--- config.mk ---
export PLATFORM = sky130hd
export DESIGN_NAME = wb_stage_flat
export DESIGN_NICKNAME = d
export VERILOG_FILES = /design/src/rtl/wb_stage_if.sv /design/src/rtl/wb_stage.sv /design/src/flat_wrapper.sv
export SDC_FILE = /design/constraint.sdc
export NUM_CORES = 1
export LEC_CHECK = 0
export ABC_AREA = 1
export CAP_MARGIN = 10
export CORE_AREA = 2 2 177 179
export DETAILED_ROUTE_END_ITERATION = 8
export DIE_AREA = 0 0 179 181
export MAX_ROUTING_LAYER = met4
export PLACE_DENSITY = 0.77
export RECOVER_POWER = 50
export SYNTH_ARGS = -nofsm -noshare
export SYNTH_HDL_FRONTEND = slang
export SYNTH_SLANG_ARGS = --single-unit
--- constraint.sdc ---
create_clock -name clk -period 1.78 [get_ports clk]
set_clock_uncertainty 0.05 [all_clocks]
set_input_delay 0.267 -clock clk [delete_from_list [all_inputs] [get_ports clk]]
set_output_delay 0.267 -clock clk [all_outputs]
set_load 0.05 [all_outputs]
--- src/rtl/wb_stage_if.sv ---
// Writeback stage bus: memory-stage inputs, GPR write port, system-register
// read port, privilege bit and the flush/redirect controls toward fetch.
interface wb_stage_if;
    logic        en;
    logic        WB_EN;
    logic        MEM_TO_REG;
    logic [31:0] read_data_mem;
    logic [31:0] alu_result;
    logic [4:0]  regD;
    logic        WB_SYS_EN;
    logic        TLB_MISS;
    logic [31:0] PC_TO_REG;
    logic [31:0] ADDRESS_TO_REG;
    logic        injected_nop;
    logic        iret;
    logic [2:0]  sys_raddr;

    logic        rf_we;
    logic [4:0]  rf_waddr;
    logic [31:0] rf_wdata;
    logic [31:0] sys_rdata;
    logic        supervisor_mode;
    logic        flush;
    logic        pc_redirect;
    logic [31:0] pc_target;

    // Upstream pipeline / register file side.
    modport master (
        output en, WB_EN, MEM_TO_REG, read_data_mem, alu_result, regD,
               WB_SYS_EN, TLB_MISS, PC_TO_REG, ADDRESS_TO_REG,
               injected_nop, iret, sys_raddr,
        input  rf_we, rf_waddr, rf_wdata, sys_rdata, supervisor_mode,
               flush, pc_redirect, pc_target
    );

    // Writeback stage side.
    modport slave (
        input  en, WB_EN, MEM_TO_REG, read_data_mem, alu_result, regD,
               WB_SYS_EN, TLB_MISS, PC_TO_REG, ADDRESS_TO_REG,
               injected_nop, iret, sys_raddr,
        output rf_we, rf_waddr, rf_wdata, sys_rdata, supervisor_mode,
               flush, pc_redirect, pc_target
    );
endinterface

--- src/rtl/wb_stage.sv ---
// Writeback stage: selects the writeback value, drives the GPR write port,
// owns rm0-rm7 and the privilege bit, and turns TLB misses, privilege
// violations and iret into a flush followed by a one-cycle PC redirect.
module wb_stage #(
    parameter logic [31:0] EXC_VECTOR   = 32'h0000_2000,
    parameter int          FLUSH_CYCLES = 2
) (
    input  logic       clk,
    input  logic       reset,
    wb_stage_if.slave  bus
);

    typedef enum logic [1:0] {
        IDLE,
        FLUSH,
        REDIRECT
    } state_t;

    localparam logic [3:0] FLUSH_LOAD = 4'(FLUSH_CYCLES - 1);

    state_t      state_q, state_d;
    logic [3:0]  cnt_q, cnt_d;
    logic [31:0] rm_q [8];
    logic [31:0] rm_d [8];
    logic        sup_q, sup_d;
    logic [31:0] target_q, target_d;

    logic        valid;
    logic        priv_viol;
    logic [31:0] wb_data;
    logic        rf_we;
    logic        flush;
    logic        pc_redirect;

    assign valid     = bus.en && !bus.injected_nop && (state_q == IDLE);
    assign wb_data   = bus.MEM_TO_REG ? bus.read_data_mem : bus.alu_result;
    assign priv_viol = (bus.WB_SYS_EN || bus.iret) && !sup_q;

    // Commit decision, exception entry and flush/redirect sequencing.
    always_comb begin
        // NOTE: every output of this block gets a default first, so no path can leave one unassigned and infer a latch.
        state_d     = state_q;
        cnt_d       = cnt_q;
        rm_d        = rm_q;
        sup_d       = sup_q;
        target_d    = target_q;
        rf_we       = 1'b0;
        flush       = 1'b0;
        pc_redirect = 1'b0;

        unique case (state_q)
            IDLE: begin
                if (valid) begin
                    if (bus.TLB_MISS || priv_viol) begin
                        rm_d[0]  = bus.PC_TO_REG;
                        rm_d[1]  = bus.TLB_MISS ? bus.ADDRESS_TO_REG : 32'd0;
                        rm_d[2]  = bus.TLB_MISS ? 32'd1 : 32'd2;
                        sup_d    = 1'b1;
                        target_d = EXC_VECTOR;
                        cnt_d    = FLUSH_LOAD;
                        state_d  = FLUSH;
                    end else if (bus.iret) begin
                        sup_d    = 1'b0;
                        target_d = rm_q[0];
                        cnt_d    = FLUSH_LOAD;
                        state_d  = FLUSH;
                    end else if (bus.WB_SYS_EN) begin
                        rm_d[bus.regD[2:0]] = wb_data;
                    end else begin
                        rf_we = bus.WB_EN && (bus.regD != 5'd0);
                    end
                end
            end
            FLUSH: begin
                flush = 1'b1;
                if (cnt_q == 4'd0) begin
                    state_d = REDIRECT;
                end else begin
                    cnt_d = cnt_q - 4'd1;
                end
            end
            REDIRECT: begin
                flush       = 1'b1;
                pc_redirect = 1'b1;
                state_d     = IDLE;
            end
            default: state_d = IDLE;
        endcase
    end

    // State, system registers, privilege bit and latched redirect target.
    always_ff @(posedge clk) begin
        if (reset) begin
            state_q  <= IDLE;
            cnt_q    <= 4'd0;
            sup_q    <= 1'b1;
            target_q <= 32'd0;
            // NOTE: rm0-rm7 are architectural state with defined reset values, so this small array is reset rather than left as uninitialised storage.
            for (int i = 0; i < 8; i++) begin
                rm_q[i] <= 32'd0;
            end
        end else begin
            // NOTE: non-blocking assignments so every register samples the pre-edge values computed above.
            state_q  <= state_d;
            cnt_q    <= cnt_d;
            sup_q    <= sup_d;
            target_q <= target_d;
            for (int i = 0; i < 8; i++) begin
                rm_q[i] <= rm_d[i];
            end
        end
    end

    assign bus.rf_we           = rf_we && !reset;
    assign bus.rf_waddr        = bus.regD;
    assign bus.rf_wdata        = wb_data;
    assign bus.sys_rdata       = rm_q[bus.sys_raddr];
    assign bus.supervisor_mode = sup_q;
    assign bus.flush           = flush;
    assign bus.pc_redirect     = pc_redirect;
    assign bus.pc_target       = pc_redirect ? target_q : 32'd0;

endmodule

--- src/flat_wrapper.sv ---
// flat-port wrapper written by rule: the top's interface ports become plain ports
module wb_stage_flat 
#(
    parameter logic [31:0] EXC_VECTOR   = 32'h0000_2000,
    parameter int          FLUSH_CYCLES = 2
)
  (clk, reset, bus_en, bus_WB_EN, bus_MEM_TO_REG, bus_read_data_mem, bus_alu_result, bus_regD, bus_WB_SYS_EN, bus_TLB_MISS, bus_PC_TO_REG, bus_ADDRESS_TO_REG, bus_injected_nop, bus_iret, bus_sys_raddr, bus_rf_we, bus_rf_waddr, bus_rf_wdata, bus_sys_rdata, bus_supervisor_mode, bus_flush, bus_pc_redirect, bus_pc_target);
  wb_stage_if bus_i ();
  input  logic clk;
  input  logic reset;
  input wire logic [$bits(bus_i.en)-1:0] bus_en;
  input wire logic [$bits(bus_i.WB_EN)-1:0] bus_WB_EN;
  input wire logic [$bits(bus_i.MEM_TO_REG)-1:0] bus_MEM_TO_REG;
  input wire logic [$bits(bus_i.read_data_mem)-1:0] bus_read_data_mem;
  input wire logic [$bits(bus_i.alu_result)-1:0] bus_alu_result;
  input wire logic [$bits(bus_i.regD)-1:0] bus_regD;
  input wire logic [$bits(bus_i.WB_SYS_EN)-1:0] bus_WB_SYS_EN;
  input wire logic [$bits(bus_i.TLB_MISS)-1:0] bus_TLB_MISS;
  input wire logic [$bits(bus_i.PC_TO_REG)-1:0] bus_PC_TO_REG;
  input wire logic [$bits(bus_i.ADDRESS_TO_REG)-1:0] bus_ADDRESS_TO_REG;
  input wire logic [$bits(bus_i.injected_nop)-1:0] bus_injected_nop;
  input wire logic [$bits(bus_i.iret)-1:0] bus_iret;
  input wire logic [$bits(bus_i.sys_raddr)-1:0] bus_sys_raddr;
  output wire logic [$bits(bus_i.rf_we)-1:0] bus_rf_we;
  output wire logic [$bits(bus_i.rf_waddr)-1:0] bus_rf_waddr;
  output wire logic [$bits(bus_i.rf_wdata)-1:0] bus_rf_wdata;
  output wire logic [$bits(bus_i.sys_rdata)-1:0] bus_sys_rdata;
  output wire logic [$bits(bus_i.supervisor_mode)-1:0] bus_supervisor_mode;
  output wire logic [$bits(bus_i.flush)-1:0] bus_flush;
  output wire logic [$bits(bus_i.pc_redirect)-1:0] bus_pc_redirect;
  output wire logic [$bits(bus_i.pc_target)-1:0] bus_pc_target;
  assign bus_i.en = bus_en;
  assign bus_i.WB_EN = bus_WB_EN;
  assign bus_i.MEM_TO_REG = bus_MEM_TO_REG;
  assign bus_i.read_data_mem = bus_read_data_mem;
  assign bus_i.alu_result = bus_alu_result;
  assign bus_i.regD = bus_regD;
  assign bus_i.WB_SYS_EN = bus_WB_SYS_EN;
  assign bus_i.TLB_MISS = bus_TLB_MISS;
  assign bus_i.PC_TO_REG = bus_PC_TO_REG;
  assign bus_i.ADDRESS_TO_REG = bus_ADDRESS_TO_REG;
  assign bus_i.injected_nop = bus_injected_nop;
  assign bus_i.iret = bus_iret;
  assign bus_i.sys_raddr = bus_sys_raddr;
  assign bus_rf_we = bus_i.rf_we;
  assign bus_rf_waddr = bus_i.rf_waddr;
  assign bus_rf_wdata = bus_i.rf_wdata;
  assign bus_sys_rdata = bus_i.sys_rdata;
  assign bus_supervisor_mode = bus_i.supervisor_mode;
  assign bus_flush = bus_i.flush;
  assign bus_pc_redirect = bus_i.pc_redirect;
  assign bus_pc_target = bus_i.pc_target;
  wb_stage #(.EXC_VECTOR(EXC_VECTOR), .FLUSH_CYCLES(FLUSH_CYCLES)) u_core (.clk(clk), .reset(reset), .bus(bus_i));
endmodule
==> impl_metrics.env <==
export IMPL_finalWorstSetupSlack_ns=-0.270
export IMPL_gp_congestion=0.913
export IMPL_tns_ns=-14.51
export IMPL_tightest_slew_ns=1.21
export IMPL_holdWs_ns=0.235
export IMPL_root_buffer="clkbuf_16"
export IMPL_io_pins=250
export IMPL_vias=17900
export IMPL_fill_cells=2180
export IMPL_multi_input_area_um2=8570
export IMPL_die_h_um=181
export IMPL_rsz0062_at_grt="true"
export IMPL_syn_inst=2304
export IMPL_synth_edf_count=0
export IMPL_violations="setup timing"
export IMPL_startpoint_type="flop"
export IMPL_period_minus_slack_ns=2.05
export IMPL_min_from="reset"
export IMPL_syn2layout_area_growth_pct=49.4
export IMPL_drt_iter0_markers=2305
export IMPL_finalCritPeriodShare_pct=115
export IMPL_final_nets=2740
export IMPL_cts_tree="done"
export IMPL_endpoint_kind="primary output"
export IMPL_p_per_area_nw_per_um2=858
export IMPL_seqCellArea_um2=6000
export IMPL_htreeDepth=2
export IMPL_cts_reportedPaths_clkPinSlew_ns=0.06
export IMPL_drc=0
export IMPL_synth_commonest_cells="nand2_1, nor2_1, dfxtp_1, nand3_1, a21oi_1"
export IMPL_reg2reg_to="u_core.rm_q[223]$_SDFFE_PP0P_"
export IMPL_placed_cells=2901
export IMPL_synth_cell_types=26
export IMPL_synth_warning_count=0
export IMPL_grt_max_degree=212
export IMPL_start_util_pct=48.9
export IMPL_track_usage_pct=34.4
export IMPL_grt_pass1_vias=16700
export IMPL_die_w_um=179
export IMPL_timing_rr_start="u_core.state_q[1]$_SDFFE_PP0P_"
export IMPL_synth_top_area_share_pct=39.8
export IMPL_place_ws_ns=-0.472
export IMPL_wl_um=59400
export IMPL_synth_most_common_cell="nand2_1"
export IMPL_clock_path_buffers=3
export IMPL_worstPathArrival_ns=1.73
export IMPL_syn_nets=2455
export IMPL_cp_required_ns=1.46
export IMPL_async_flop_share_pct=0
export IMPL_grt_first_pass_wirelength_um=86500
export IMPL_startpoint="u_core.state_q[0]$_SDFFE_PP0P_"
export IMPL_crit_type="reg2out"
export IMPL_hold_viol=0
export IMPL_report_final_slew_viol_count=0
export IMPL_synthFlopType="dfxtp_1"
export IMPL_io_buffers=249
export IMPL_overflow=0
export IMPL_setup_violations=206
export IMPL_synth_seq_cells=295
export IMPL_antenna_found_initial=0
export IMPL_syn_area_um2=14800
export IMPL_syn_area_per_cell_um2=6.44
export IMPL_synth_top_cell_by_area="dfxtp_1"
export IMPL_ff2ff_setup_slack_ns=-0.16
export IMPL_clk_latency_ns=0.51
export IMPL_ff2ff_path_depth=12
export IMPL_timing_slew_headroom_pct=19.7
export IMPL_drive_above_1_share_pct=25.7
export IMPL_hold_buffers=0
export IMPL_cts_made_buffers=34
export IMPL_leakagePower_nw=8.81
export IMPL_endpoint="bus_pc_target[14]"
export IMPL_hp_class="in2reg"
export IMPL_fp_coreArea_um2=30300
export IMPL_ant_nets=0
export IMPL_dieArea_um2=32400
export IMPL_crit_fanout=9
export IMPL_diodes=0
export IMPL_routedWlPerCell_um=19.8
export IMPL_status="complete, but fails checks"
export IMPL_maxCapViolCount=0
export IMPL_ir_drop_mv=0.777
export IMPL_rows=64
export IMPL_synth_area_leaders="dfxtp_1, nand2_1, nor2_1"
export IMPL_yosysSeqAreaShare_pct=39.8
export IMPL_vias_per_cell=5.97
export IMPL_drt_pass1_iterations=7
export IMPL_finalNonFillerCells=3004
export IMPL_clock_sinks=295
export IMPL_dpl_hpwl_um=36000
export IMPL_fmax_mhz=488
registers in the layout (all words and copies together), names as in the netlist:
| name | cells |
|---|---|
| u_core.rm_q | 256 |
| u_core.target_q | 32 |
| u_core.cnt_q | 4 |
| u_core.state_q | 2 |
| u_core.bus.supervisor_mode | 1 |
how the worst min path moves through the flow:
stage,to,slack (ns),cells after the start
2_1_floorplan,u_core.rm_q[162]$_SDFFE_PP0P_,0.39,2
6_report,u_core.bus.supervisor_mode$_SDFFE_PP1P_,0.23,4
3_3_place_gp,u_core.rm_q[41]$_SDFFE_PP0P_,0.39,2
3_5_place_dp,u_core.rm_q[177]$_SDFFE_PP0P_,0.40,2
4_1_cts,u_core.bus.supervisor_mode$_SDFFE_PP1P_,0.21,4
5_1_grt,u_core.bus.supervisor_mode$_SDFFE_PP1P_,0.25,4
stage by stage:
step	instance area (µm²)	utilization, %	power [W]
6_report	22200	73.0	0.0190
3_5_place_dp	19600	64.6	0.0115
2_1_floorplan	15100	-	0.00951
4_1_cts	21500	70.7	0.0186
3_3_place_gp	19600	64.6	0.0114
5_1_grt	22200	73.0	0.0196
kinds of logic (layout without fill, tap and decap cells):
family          count (synthesis)  count (layout)  synth area share, %
simple gates                 1226            1226                 33.8
compound gates                463             463                 15.9
flops                         295             295                 39.8
buf+inv                       282             586                 7.85
mux                            31              31                 2.09
fa+ha+maj                       6               6                0.506
xor+xnor                        1               1               0.0591
worst max-delay path, stage by stage (launching register included):
cell and delay [ns]:
dfxtp_2 0.33, inv_2 0.05, buf_6 0.11, ha_4 0.21, buf_12 0.17, nand2_2 0.09
clkinvlp_4 0.10, buf_12 0.15
power by group:
part / total, W / switching (W) / internal, W
combinational: 0.00509 / 0.00299 / 0.00211
sequential: 0.00715 / 0.000242 / 0.00691
clock: 0.00678 / 0.00280 / 0.00398
total: 0.0190 / 0.00603 / 0.0130
timing repair:
item | CTS | global route
pin swaps | 64 | 74
gates cloned | 8 | 11
endpoints found under the hold margin | 0 | 0
setup endpoints to repair | 358 | 250
buffers inserted | 19 | 13
gates resized for setup | 208 | 220
cells in the final DEF, fill, tap and decap left out, types with 88 or more instances in the layout:
cell type / instances
nand2_1: 545
nor2_1: 275
dfxtp_1: 224
nand3_1: 216
a21oi_1: 198
clkdlybuf4s50_1: 135
buf_4: 126
buf_12: 125
o21ai_1: 117
o21ai_0: 88
cell type report:
cell class / count / share of cell area (%)
clock buffer: 48 / 4.44
clock inverter: 7 / 0.299
inverter: 93 / 2.28
multi-input combinational: 1727 / 38.7
sequential: 295 / 27.1
tap: 396 / 2.24
timing repair buffer: 438 / 25.0
routing by layer:
| layer | part of all wire, % | vias up | global-route usage [%] |
|---|---|---|---|
| met4 | 6.4 | 0 | 18.9 |
| met1 | 36 | 8290 | 40.5 |
| met3 | 10 | 302 | 6.12 |
| li1 | - | 8108 | - |
| met5 | 0 | - | - |
| met2 | 47 | 1230 | 55.3 |
(Power assumes the default switching activity.)
